===== config.mk =====
export PLATFORM = sky130hd
export DESIGN_NAME = mux_n_1_stream
export DESIGN_NICKNAME = d
export VERILOG_FILES = /design/src/rtl/mux_n_1_stream.sv
export SDC_FILE = /design/constraint.sdc
export NUM_CORES = 1
export LEC_CHECK = 0
export CAP_MARGIN = 20
export CORE_ASPECT_RATIO = 1.1
export CORE_UTILIZATION = 36
export CTS_BUF_LIST = sky130_fd_sc_hd__clkbuf_2
export DETAILED_ROUTE_END_ITERATION = 8
export GPL_TIMING_DRIVEN = 0
export PLACE_DENSITY = 0.93
export SYNTH_ARGS = -nofsm -noshare
export SYNTH_HDL_FRONTEND = slang
export SYNTH_SLANG_ARGS = --single-unit
export TNS_END_PERCENT = 10

===== constraint.sdc =====
create_clock -name Clock_In -period 4.2 [get_ports Clock_In]
set_input_delay 0.84 -clock Clock_In [delete_from_list [all_inputs] [get_ports Clock_In]]
set_output_delay 0.84 -clock Clock_In [all_outputs]
set_load 0.005 [all_outputs]

===== src/rtl/mux_n_1_stream.sv =====
// N:1 streaming multiplexer with a registered output stage and per-channel valid/ready.
// Define MUX_N_1_ROUND_ROBIN_EN to build the round-robin arbiter and honour Mode_In.

module mux_n_1_stream_lane #(
  parameter int LANE         = 0,
  parameter int SELECT_WIDTH = 3
) (
  input  logic                    valid,
  input  logic [SELECT_WIDTH-1:0] select,
`ifdef MUX_N_1_ROUND_ROBIN_EN
  input  logic [SELECT_WIDTH-1:0] last_grant,
  output logic                    rr_hit,
`endif
  output logic                    fix_hit
);
  localparam logic [SELECT_WIDTH-1:0] IDX = SELECT_WIDTH'(LANE);

  // Equality against the lane index also rejects out-of-range selects.
  assign fix_hit = valid & (select == IDX);

`ifdef MUX_N_1_ROUND_ROBIN_EN
  assign rr_hit = valid & (IDX > last_grant);
`endif
endmodule

module mux_n_1_stream #(
  parameter int CHANNELS     = 8,
  parameter int DATA_WIDTH   = 8,
  parameter int SELECT_WIDTH = 3
) (
  input  logic                           Clock_In,
  input  logic                           Reset_In,
  input  logic                           Enable_In,
  input  logic                           Mode_In,
  input  logic [SELECT_WIDTH-1:0]        Select_In,
  input  logic [CHANNELS*DATA_WIDTH-1:0] Data_In,
  input  logic [CHANNELS-1:0]            Valid_In,
  output logic [CHANNELS-1:0]            Ready_Out,
  output logic [DATA_WIDTH-1:0]          Data_Out,
  output logic [SELECT_WIDTH-1:0]        Channel_Out,
  output logic                           Valid_Out,
  input  logic                           Ready_In
);
  logic [CHANNELS-1:0]     fix_grant;
  logic [CHANNELS-1:0]     grant;
  logic                    load;
  logic                    transfer;
  logic [DATA_WIDTH-1:0]   word;
  logic [SELECT_WIDTH-1:0] idx;
  logic [DATA_WIDTH-1:0]   data_q;
  logic [SELECT_WIDTH-1:0] chan_q;
  logic                    vld_q;

  // Reset gating keeps Ready_Out low for the whole reset cycle.
  assign load = ~Reset_In & Enable_In & (~vld_q | Ready_In);

`ifdef MUX_N_1_ROUND_ROBIN_EN
  logic [SELECT_WIDTH-1:0] last_grant;
  logic [CHANNELS-1:0]     rr_above;
  logic [CHANNELS-1:0]     rr_pool;
  logic [CHANNELS-1:0]     rr_grant;

  for (genvar c = 0; c < CHANNELS; c++) begin : g_lane
    mux_n_1_stream_lane #(.LANE(c), .SELECT_WIDTH(SELECT_WIDTH)) u_lane (
      .valid      (Valid_In[c]),
      .select     (Select_In),
      .last_grant (last_grant),
      .rr_hit     (rr_above[c]),
      .fix_hit    (fix_grant[c])
    );
  end

  // Channels above the pointer win first; otherwise wrap to the lowest valid,
  // which leaves the last grantee checked last.
  assign rr_pool  = (|rr_above) ? rr_above : Valid_In;
  assign rr_grant = rr_pool & (~rr_pool + CHANNELS'(1));
  assign grant    = Mode_In ? rr_grant : fix_grant;

  always_ff @(posedge Clock_In) begin
    if (Reset_In)      last_grant <= SELECT_WIDTH'(CHANNELS - 1);
    else if (transfer) last_grant <= idx;
  end
`else
  logic unused_mode;
  assign unused_mode = Mode_In;

  for (genvar c = 0; c < CHANNELS; c++) begin : g_lane
    mux_n_1_stream_lane #(.LANE(c), .SELECT_WIDTH(SELECT_WIDTH)) u_lane (
      .valid   (Valid_In[c]),
      .select  (Select_In),
      .fix_hit (fix_grant[c])
    );
  end

  assign grant = fix_grant;
`endif

  // grant is one-hot or zero, so an AND-OR mux suffices.
  always_comb begin
    word = '0;
    idx  = '0;
    for (int c = 0; c < CHANNELS; c++) begin
      if (grant[c]) begin
        word = word | Data_In[c*DATA_WIDTH +: DATA_WIDTH];
        idx  = idx | SELECT_WIDTH'(c);
      end
    end
  end

  assign transfer  = load & (|grant);
  assign Ready_Out = {CHANNELS{load}} & grant;

  always_ff @(posedge Clock_In) begin
    if (Reset_In) begin
      vld_q  <= 1'b0;
      data_q <= '0;
      chan_q <= '0;
    end else if (transfer) begin
      vld_q  <= 1'b1;
      data_q <= word;
      chan_q <= idx;
    end else if (Ready_In) begin
      vld_q  <= 1'b0;
    end
  end

  assign Data_Out    = data_q;
  assign Channel_Out = chan_q;
  assign Valid_Out   = vld_q;
endmodule


==> summary.txt, run 1 <==
OUTCOME
-------------------------------------------------------------------------------------
Outcome                                                                  complete, no violations

WORST SETUP PATH
-------------------------------------------------------------------------------------
Slowest cell on crit path                                                sky130_fd_sc_hd__clkdlybuf4s50_1
Critical Path Start                                                      Select_In[2]
Type of the setup path with the least slack                              input port to output pin
Cell seen most often among critical-path stages                          sky130_fd_sc_hd__clkdlybuf4s50_1
Reg-to-Reg End                                                           Channel_Out[2]$_SDFFE_PP0P_
Launching element type of the critical path                                input port
Worst reg-to-reg path cell count                                                    6
Buffers & Inverters on Critical Path                                                4
Endpoint type of the worst setup path                                      output pin
Startpoint of the worst-slack reg-to-reg timing path                     Valid_Out$_SDFFE_PP0P_
Highest net fanout along the worst path                                            10
Arrival time of data at the critical path endpoint                            2880 ps
Critical Path RT                                                              3360 ps
Largest stage delay, worst path                                                510 ps
Setup slack of the most critical reg-to-reg path                              2640 ps
Top Family by Delay on Critical Path                                     buffers and inverters
Critical path cell sequence                                              clkdlybuf4s50_1, buf_2, and4b_1, clkbuf_1, nor2b_1, clkdlybuf4s50_1

GLOBAL ROUTING
-------------------------------------------------------------------------------------
Pin count of the biggest net entering global routing                               11
Global-route wire length before repair                                       6.775 mm
Via count of the first global-routing pass                                      1,447
Initial antenna violation count                                                     0
Total grt overflow                                                                  0
Overall track demand over capacity in global routing                           0.2508

CLOCK NETWORK
-------------------------------------------------------------------------------------
Maximum level of the CTS H-tree                                                     1
Number of clock buffers inserted by TritonCTS                                       3
CTS max path bufs                                                                   2
Post-CTS repair timing setup buffer count                                           0
Clock tree from TritonCTS                                                        done
Clock Tree Root                                                          sky130_fd_sc_hd__clkbuf_2
Num Clock Sinks                                                                    12
Clock insertion delay at the later pin of the skew report                      270 ps
Post-CTS sizing                                                                     0
Clock-pin slew of the registers on the worst-case setup and hold paths         120 ps
# hold bufs at CTS                                                                  0

LOGIC SYNTHESIS
-------------------------------------------------------------------------------------
Number of flip-flops and latches in the synthesized netlist                        12
Number of warning messages in the yosys log                                         0
Syn_nets                                                                          223
Mapped Area                                                                  1176 µm²
Mean instance size in the synthesized netlist                               8.225 µm²
Top cells by area in the synthesized netlist                             sky130_fd_sc_hd__dfxtp_1 20%, sky130_fd_sc_hd__a22oi_1 20%, sky130_fd_sc_hd__and4_1 6.7%
Portion of the post-synthesis area used by sequential elements                 0.2043
Cell count after synthesis                                                        143
Post-synth top area share                                                      0.2043
Library cell with the largest summed area after synthesis                sky130_fd_sc_hd__dfxtp_1
Count of distinct cell types in the synthesized netlist                            30

ROUTE
-------------------------------------------------------------------------------------
Aggregate routed wire length                                                 4.577 mm
Post-detailed-route DRC marker count                                                0
DR vias/cell                                                                    5.762
Number of vias in the routed layout                                             1,596
Remaining antenna violation count                                                   0
Routed wire per std cell                                                     16.52 µm
First-iteration detailed-routing DRC count                                         48
Number of iterations in the first detailed-routing pass                             4

PLACED DESIGN
-------------------------------------------------------------------------------------
IO Port Bufs                                                                       96
Half-perimeter wire length of the detailed placement result                  3.611 mm
Worst Setup Slack post-DPL                                                   458.7 ps
Area post-placement                                                          2180 µm²
Routability-driven placement congestion ratio                                  0.8950

WORST HOLD PATH
-------------------------------------------------------------------------------------
Hold Path Sink                                                           Channel_Out[0]$_SDFFE_PP0P_
Startpoint of the worst hold path                                        Channel_Out[0]$_SDFFE_PP0P_
Cell depth of the worst hold path                                                   2
Path category of the worst min-delay check                               flop to flop

TIMING
-------------------------------------------------------------------------------------
Number of endpoints with negative hold slack in the final report                    0
Setup slack after layout                                                     476.4 ps
Final critical path time including I/O delays and setup                       3724 ps
Total Negative Setup Slacks                                                      0 ps
Post-route clock skew                                                        5.590 ps
Max-slew violation count                                                            0
Final setup violating endpoints                                                     0
Fraction of the cycle the final worst path needs                               0.8866
Setup repair after global routing missed its margin                                no
Slew @ Worst Pin                                                             628.2 ps
Max_slew headroom                                                              0.5794
Fmax                                                                        268.6 MHz

LAYOUT
-------------------------------------------------------------------------------------
Area growth from synthesis to final layout                                     86.92%
Final standard cell utilization of the core                                    0.7151
Share of post-route cells with drive strength above 1                         0.08230
Commonest cells after routing, fill and taps aside                       96 x sky130_fd_sc_hd__clkdlybuf4s50_1, 32 x sky130_fd_sc_hd__a22oi_1, 12 x sky130_fd_sc_hd__dfxtp_1, 11 x sky130_fd_sc_hd__buf_2
Most common cell after layout, fill and taps aside                       sky130_fd_sc_hd__clkdlybuf4s50_1
Post-route standard cell area excluding fillers                              2198 µm²
Layout Nets                                                                       324
Antenna cells                                                                       0
Fill cell instance count of the final layout                                      248

POWER AND IR DROP
-------------------------------------------------------------------------------------
Worst voltage drop across the vdd grid                                       154.5 µV
Leakage power of the design                                                 0.7388 nW
Power Dens Cells                                                         158.0 nW/µm²
Final total power                                                           0.3473 mW

FLOORPLANNING
-------------------------------------------------------------------------------------
Top-Level Pins                                                                    100
Area of the die                                                              3500 µm²
Die outline width                                                            56.50 µm
Number of rows created at floorplan                                                21
Initial core utilization                                                       0.3826
Die Ht                                                                       61.95 µm
Area inside the core boundary                                                3074 µm²

JOB
-------------------------------------------------------------------------------------
Max capacitance violation total                                                     0

==> metrics by stage <==
stage | instances | hold WS (ps)
5_1_grt | 277 | 513.7
3_3_place_gp | 273 | 446.4
2_1_floorplan | 143 | 454.9
3_5_place_dp | 273 | 472.5
6_report | 277 | 484.5
4_1_cts | 277 | 489.4
==> layer usage <==
| metal | global-route usage | up-vias | routed length, µm |
|---|---|---|---|
| li1 | - | 773 | - |
| met1 | 0.3208 | 754 | 1931 |
| met2 | 0.4487 | 66 | 2375 |
| met3 | 0.03934 | 3 | 243 |
| met4 | 0.06272 | 0 | 27 |
| met5 | 0 | - | 0 |
==> sequential cells by signal (all words and copies together), names as in the netlist <==
name / count
Channel_Out: 3
Valid_Out: 1
Data_Out: 8
==> cell families after synthesis <==
family,count (synthesis),share of synthesized area
AO/OA/AOI/OAI,63,0.3979
AND/OR/NAND/NOR,35,0.2319
buffers and inverters,27,0.1042
flip-flops,12,0.2043
multiplexers,6,0.06170
==> power by group <==
| part | internal (mW) | total (mW) | switching, mW |
|---|---|---|---|
| Combinational | 0.104 | 0.161 | 0.0568 |
| Sequential | 0.121 | 0.126 | 0.00461 |
| Clock | 0.0207 | 0.0607 | 0.0401 |
==> how the worst max path moves through the flow <==
stage / slack (ps) / cells past startpoint / to
final: 480 / 6 / Ready_Out[6]
after global routing: 260 / 6 / Ready_Out[6]
after CTS: 470 / 6 / Ready_Out[6]
after detailed placement: 460 / 6 / Ready_Out[6]
after global placement: 480 / 6 / Ready_Out[6]
after floorplan: 1710 / 5 / Ready_Out[0]
==> tightest hold or removal path, stage by stage, from the launching register on <==
cell	delay [ps]
sky130_fd_sc_hd__dfxtp_1	330
sky130_fd_sc_hd__nand2_1	60
sky130_fd_sc_hd__mux2i_1	60
==> area by class of cell <==
type | count | area, µm² | area share
clock buffer | 3 | 15.01 | 0.006830
inverter | 9 | 33.78 | 0.01537
multi-input combinational | 104 | 813.3 | 0.3699
timing repair buffer | 96 | 960.9 | 0.4371
clock inverter | 1 | 3.754 | 0.001707
tap | 34 | 42.54 | 0.01935
sequential | 12 | 240.2 | 0.1093
buffer | 18 | 88.84 | 0.04041
==> Yosys cell counts <==
cell type,n
sky130_fd_sc_hd__nor4b_4,1
sky130_fd_sc_hd__a211oi_1,8
sky130_fd_sc_hd__nor2_1,2
sky130_fd_sc_hd__and4bb_2,1
sky130_fd_sc_hd__clkbuf_1,6
sky130_fd_sc_hd__a31o_1,1
sky130_fd_sc_hd__dfxtp_1,12
sky130_fd_sc_hd__nand3_1,1
sky130_fd_sc_hd__a31o_2,1
sky130_fd_sc_hd__nor2b_1,8
sky130_fd_sc_hd__o22a_1,2
sky130_fd_sc_hd__a21o_1,1
sky130_fd_sc_hd__a21oi_1,1
sky130_fd_sc_hd__a41oi_1,8
sky130_fd_sc_hd__nor3b_1,1
sky130_fd_sc_hd__a21bo_2,1
sky130_fd_sc_hd__nand2_1,2
sky130_fd_sc_hd__inv_1,9
sky130_fd_sc_hd__o21ai_1,3
sky130_fd_sc_hd__buf_6,1
sky130_fd_sc_hd__mux2i_1,5
sky130_fd_sc_hd__mux4_2,1
sky130_fd_sc_hd__and4b_1,3
sky130_fd_sc_hd__buf_2,11
sky130_fd_sc_hd__o21ai_0,5
sky130_fd_sc_hd__nor3_1,1
sky130_fd_sc_hd__nor4bb_1,2
sky130_fd_sc_hd__a22oi_1,32
sky130_fd_sc_hd__nand2b_1,4
sky130_fd_sc_hd__and4_1,9
No activity file was read; power rests on OpenSTA's default activity.
==> run 2: changes to the inputs <==
CAP_MARGIN = unset   (was 20)
CORE_MARGIN = 3   (was unset)
PLACE_DENSITY = 0.87   (was 0.93)
==> run 2 against run 1 <==
  * Clock power fell by 5.9%
  * Combinational power barely moved
  * Wire length fell by 0.76%
  * Critical endpoint unchanged
==> summary.txt, run 2 (synthesized netlist as in run 1, its figures left out) <==
WORST HOLD PATH
-------------------------------------------------------------------------------------
Startpoint of the worst hold path                                        Channel_Out[0]$_SDFFE_PP0P_
Cell depth of the worst hold path                                                   2   unchanged
Path category of the worst min-delay check                               flop to flop

CLOCK NETWORK
-------------------------------------------------------------------------------------
Clock Tree Root                                                          sky130_fd_sc_hd__clkbuf_2
Number of clock buffers inserted by TritonCTS                                       3   unchanged
Clock tree from TritonCTS                                                        done
CTS max path bufs                                                                   2   unchanged
Maximum level of the CTS H-tree                                                     1   unchanged
Num Clock Sinks                                                                    12   unchanged
# hold bufs at CTS                                                                  0   unchanged
Clock insertion delay at the later pin of the skew report                      270 ps   about the same
Post-CTS repair timing setup buffer count                                           0   unchanged
Clock-pin slew of the registers on the worst-case setup and hold paths         110 ps   about the same
Post-CTS sizing                                                                     0   unchanged

GLOBAL ROUTING
-------------------------------------------------------------------------------------
Pin count of the biggest net entering global routing                               11   unchanged
Via count of the first global-routing pass                                      1,589   +9.8%
Global-route wire length before repair                                       7.086 mm   +4.6%
Global routing met2 resource utilization                                       0.3959   -0.05279
Total grt overflow                                                                  0   unchanged
Busiest grt layer                                                                met2
Overall track demand over capacity in global routing                           0.2308   -0.01998
Met1 Usage GRT                                                                 0.2784   -0.04244
Met3 track demand over resource in global routing                             0.02930   -0.01004
Initial antenna violation count                                                     0   unchanged

POWER AND IR DROP
-------------------------------------------------------------------------------------
Worst voltage drop across the vdd grid                                       169.8 µV   +9.9%
Seq pwr share                                                                   0.369   +0.007
Power share of the clock group                                                  0.167   -0.008
Gate power share                                                                0.464   about the same
Leakage power of the design                                                 0.7373 nW   -0.21%
Switching portion of total power                                               0.2843   -0.007838
Pint                                                                        0.2444 mW   -0.59%
Power Dens Cells                                                         155.6 nW/µm²   -1.5%
Sw power                                                                   0.09705 mW   -4.3%

WORST SETUP PATH
-------------------------------------------------------------------------------------
Critical Path RT                                                              3360 ps   about the same
Slowest cell on crit path                                                sky130_fd_sc_hd__clkdlybuf4s50_1
Buffers & Inverters on Critical Path                                                4   unchanged
Type of the setup path with the least slack                              input port to output pin
Endpoint type of the worst setup path                                      output pin
Arrival time of data at the critical path endpoint                            2870 ps   about the same
Highest net fanout along the worst path                                            10   unchanged
Number of stages on the worst setup path                                            6   unchanged
Critical Path Start                                                      Select_In[2]
Startpoint of the worst-slack reg-to-reg timing path                     Valid_Out$_SDFFE_PP0P_
Worst reg-to-reg path cell count                                                    6   unchanged
Critical path cell sequence                                              clkdlybuf4s50_1, buf_2, and4b_1, clkbuf_1, nor2b_1, clkdlybuf4s50_1
Launching element type of the critical path                                input port
Largest stage delay, worst path                                                510 ps   about the same
Cell seen most often among critical-path stages                          sky130_fd_sc_hd__clkdlybuf4s50_1
Top Family by Delay on Critical Path                                     buffers and inverters

PLACED DESIGN
-------------------------------------------------------------------------------------
Instance count after placement with tap cells included                            273   unchanged
Area post-placement                                                          2180 µm²   unchanged
Routability-driven placement congestion ratio                                  0.8085   -9.7%
Half-perimeter wire length of the detailed placement result                  3.642 mm   +0.86%
IO Port Bufs                                                                       96   unchanged

FLOORPLANNING
-------------------------------------------------------------------------------------
Die Ht                                                                       65.95 µm   +6.5%
Area of the die                                                              3989 µm²   +14%
Area inside the core boundary                                                3074 µm²   unchanged
Top-Level Pins                                                                    100   unchanged
Initial core utilization                                                       0.3826   unchanged
Number of rows created at floorplan                                                21   unchanged
Die outline width                                                            60.50 µm   +7.1%

TIMING
-------------------------------------------------------------------------------------
Number of endpoints with negative hold slack in the final report                    0   unchanged
Total Negative Setup Slacks                                                      0 ps   unchanged
Setup repair after global routing missed its margin                                no
Post-route clock skew                                                        2.916 ps   -2.673 ps
Max-slew violation count                                                            0   unchanged
Slew @ Worst Pin                                                             569.5 ps   -58.77 ps
Max_slew headroom                                                              0.6188   +0.03935
Minimum hold slack                                                           472.6 ps   -11.83 ps
Final critical path time including I/O delays and setup                       3709 ps   -15.02 ps
Final setup violating endpoints                                                     0   unchanged
Fraction of the cycle the final worst path needs                               0.8830   -0.003575
Fmax                                                                        269.6 MHz   +0.41%

ROUTE
-------------------------------------------------------------------------------------
Post-detailed-route DRC marker count                                                0   unchanged
Number of vias in the routed layout                                             1,563   -2.1%
Remaining antenna violation count                                                   0   unchanged
Number of iterations in the first detailed-routing pass                             5   +1
Aggregate routed wire length                                                 4.542 mm   -0.76%
Routed wire per std cell                                                     16.46 µm   -0.41%
First-iteration detailed-routing DRC count                                        123   +160%
DR vias/cell                                                                    5.663   -1.7%

LAYOUT
-------------------------------------------------------------------------------------
Commonest cells after routing, fill and taps aside                       96 x sky130_fd_sc_hd__clkdlybuf4s50_1, 32 x sky130_fd_sc_hd__a22oi_1, 12 x sky130_fd_sc_hd__dfxtp_1, 11 x sky130_fd_sc_hd__buf_2
Layout Nets                                                                       324   unchanged
Most common cell after layout, fill and taps aside                       sky130_fd_sc_hd__clkdlybuf4s50_1
Antenna cells                                                                       0   unchanged
Final standard cell utilization of the core                                    0.7139   -0.001221
Non-filler instance count after layout                                            276   -0.36%
Fill cell instance count of the final layout                                      255   +2.8%
Area growth from synthesis to final layout                                     86.60%
Number of flip-flops under the largest register name                                8   unchanged
Post-route standard cell area excluding fillers                              2195 µm²   -0.17%
Share of post-route cells with drive strength above 1                         0.08264   +0.0003401

JOB
-------------------------------------------------------------------------------------
Max capacitance violation total                                                     0   unchanged

OUTCOME
-------------------------------------------------------------------------------------
Outcome                                                                  complete, no violations

-- run 2: worst register-to-register path: cells and delay by family, from the launching register on --
family / cells / cell delay (ps)
AOI/OAI and AO/OA: 1 / 220
buffers and inverters: 2 / 570
DFF: 1 / 340
and+or+nand+nor: 3 / 320
-- run 2: power groups by stage --
| stage | Combinational, mW | Sequential, mW | Clock [mW] |
|---|---|---|---|
| after floorplan | 0.0540 | 0.129 | 0 |
| after CTS | 0.158 | 0.126 | 0.0574 |
| after global routing | 0.171 | 0.127 | 0.0656 |
| after global placement | 0.156 | 0.128 | 0 |
| final | 0.158 | 0.126 | 0.0571 |
| after detailed placement | 0.157 | 0.129 | 0 |
-- run 2: worst paths after layout --
path	to	slack, ps
setup / recovery	Ready_Out[6]	490
hold / removal	Channel_Out[0]$_SDFFE_PP0P_	470
setup reg to reg	Channel_Out[1]$_SDFFE_PP0P_	2650
hold reg to reg	Channel_Out[0]$_SDFFE_PP0P_	470
-- run 2: area by class of cell --
type / count / area, µm² / area share
timing repair buffer: 96 / 960.9 / 0.4379
sequential: 12 / 240.2 / 0.1095
multi-input combinational: 104 / 813.3 / 0.3706
tap: 34 / 42.54 / 0.01938
inverter: 9 / 33.78 / 0.01539
clock buffer: 3 / 15.01 / 0.006842
buffer: 18 / 88.84 / 0.04048
-- run 2: metal layers --
| layer | vias to the layer above | wire length [µm] | part of all wire |
|---|---|---|---|
| met3 | 7 | 282 | 0.062 |
| met5 | - | 0 | 0 |
| met4 | 0 | 81 | 0.018 |
| met1 | 716 | 1910 | 0.42 |
| met2 | 72 | 2266 | 0.50 |
| li1 | 768 | - | - |
-- run 2: stage by stage --
step                      worst slack [ps]  power (mW)
after floorplan                       1706      0.1828
after global placement               466.5      0.2841
after detailed placement             478.4      0.2860
after CTS                            479.6      0.3411
after global routing                 354.4      0.3639
final                                491.4      0.3414
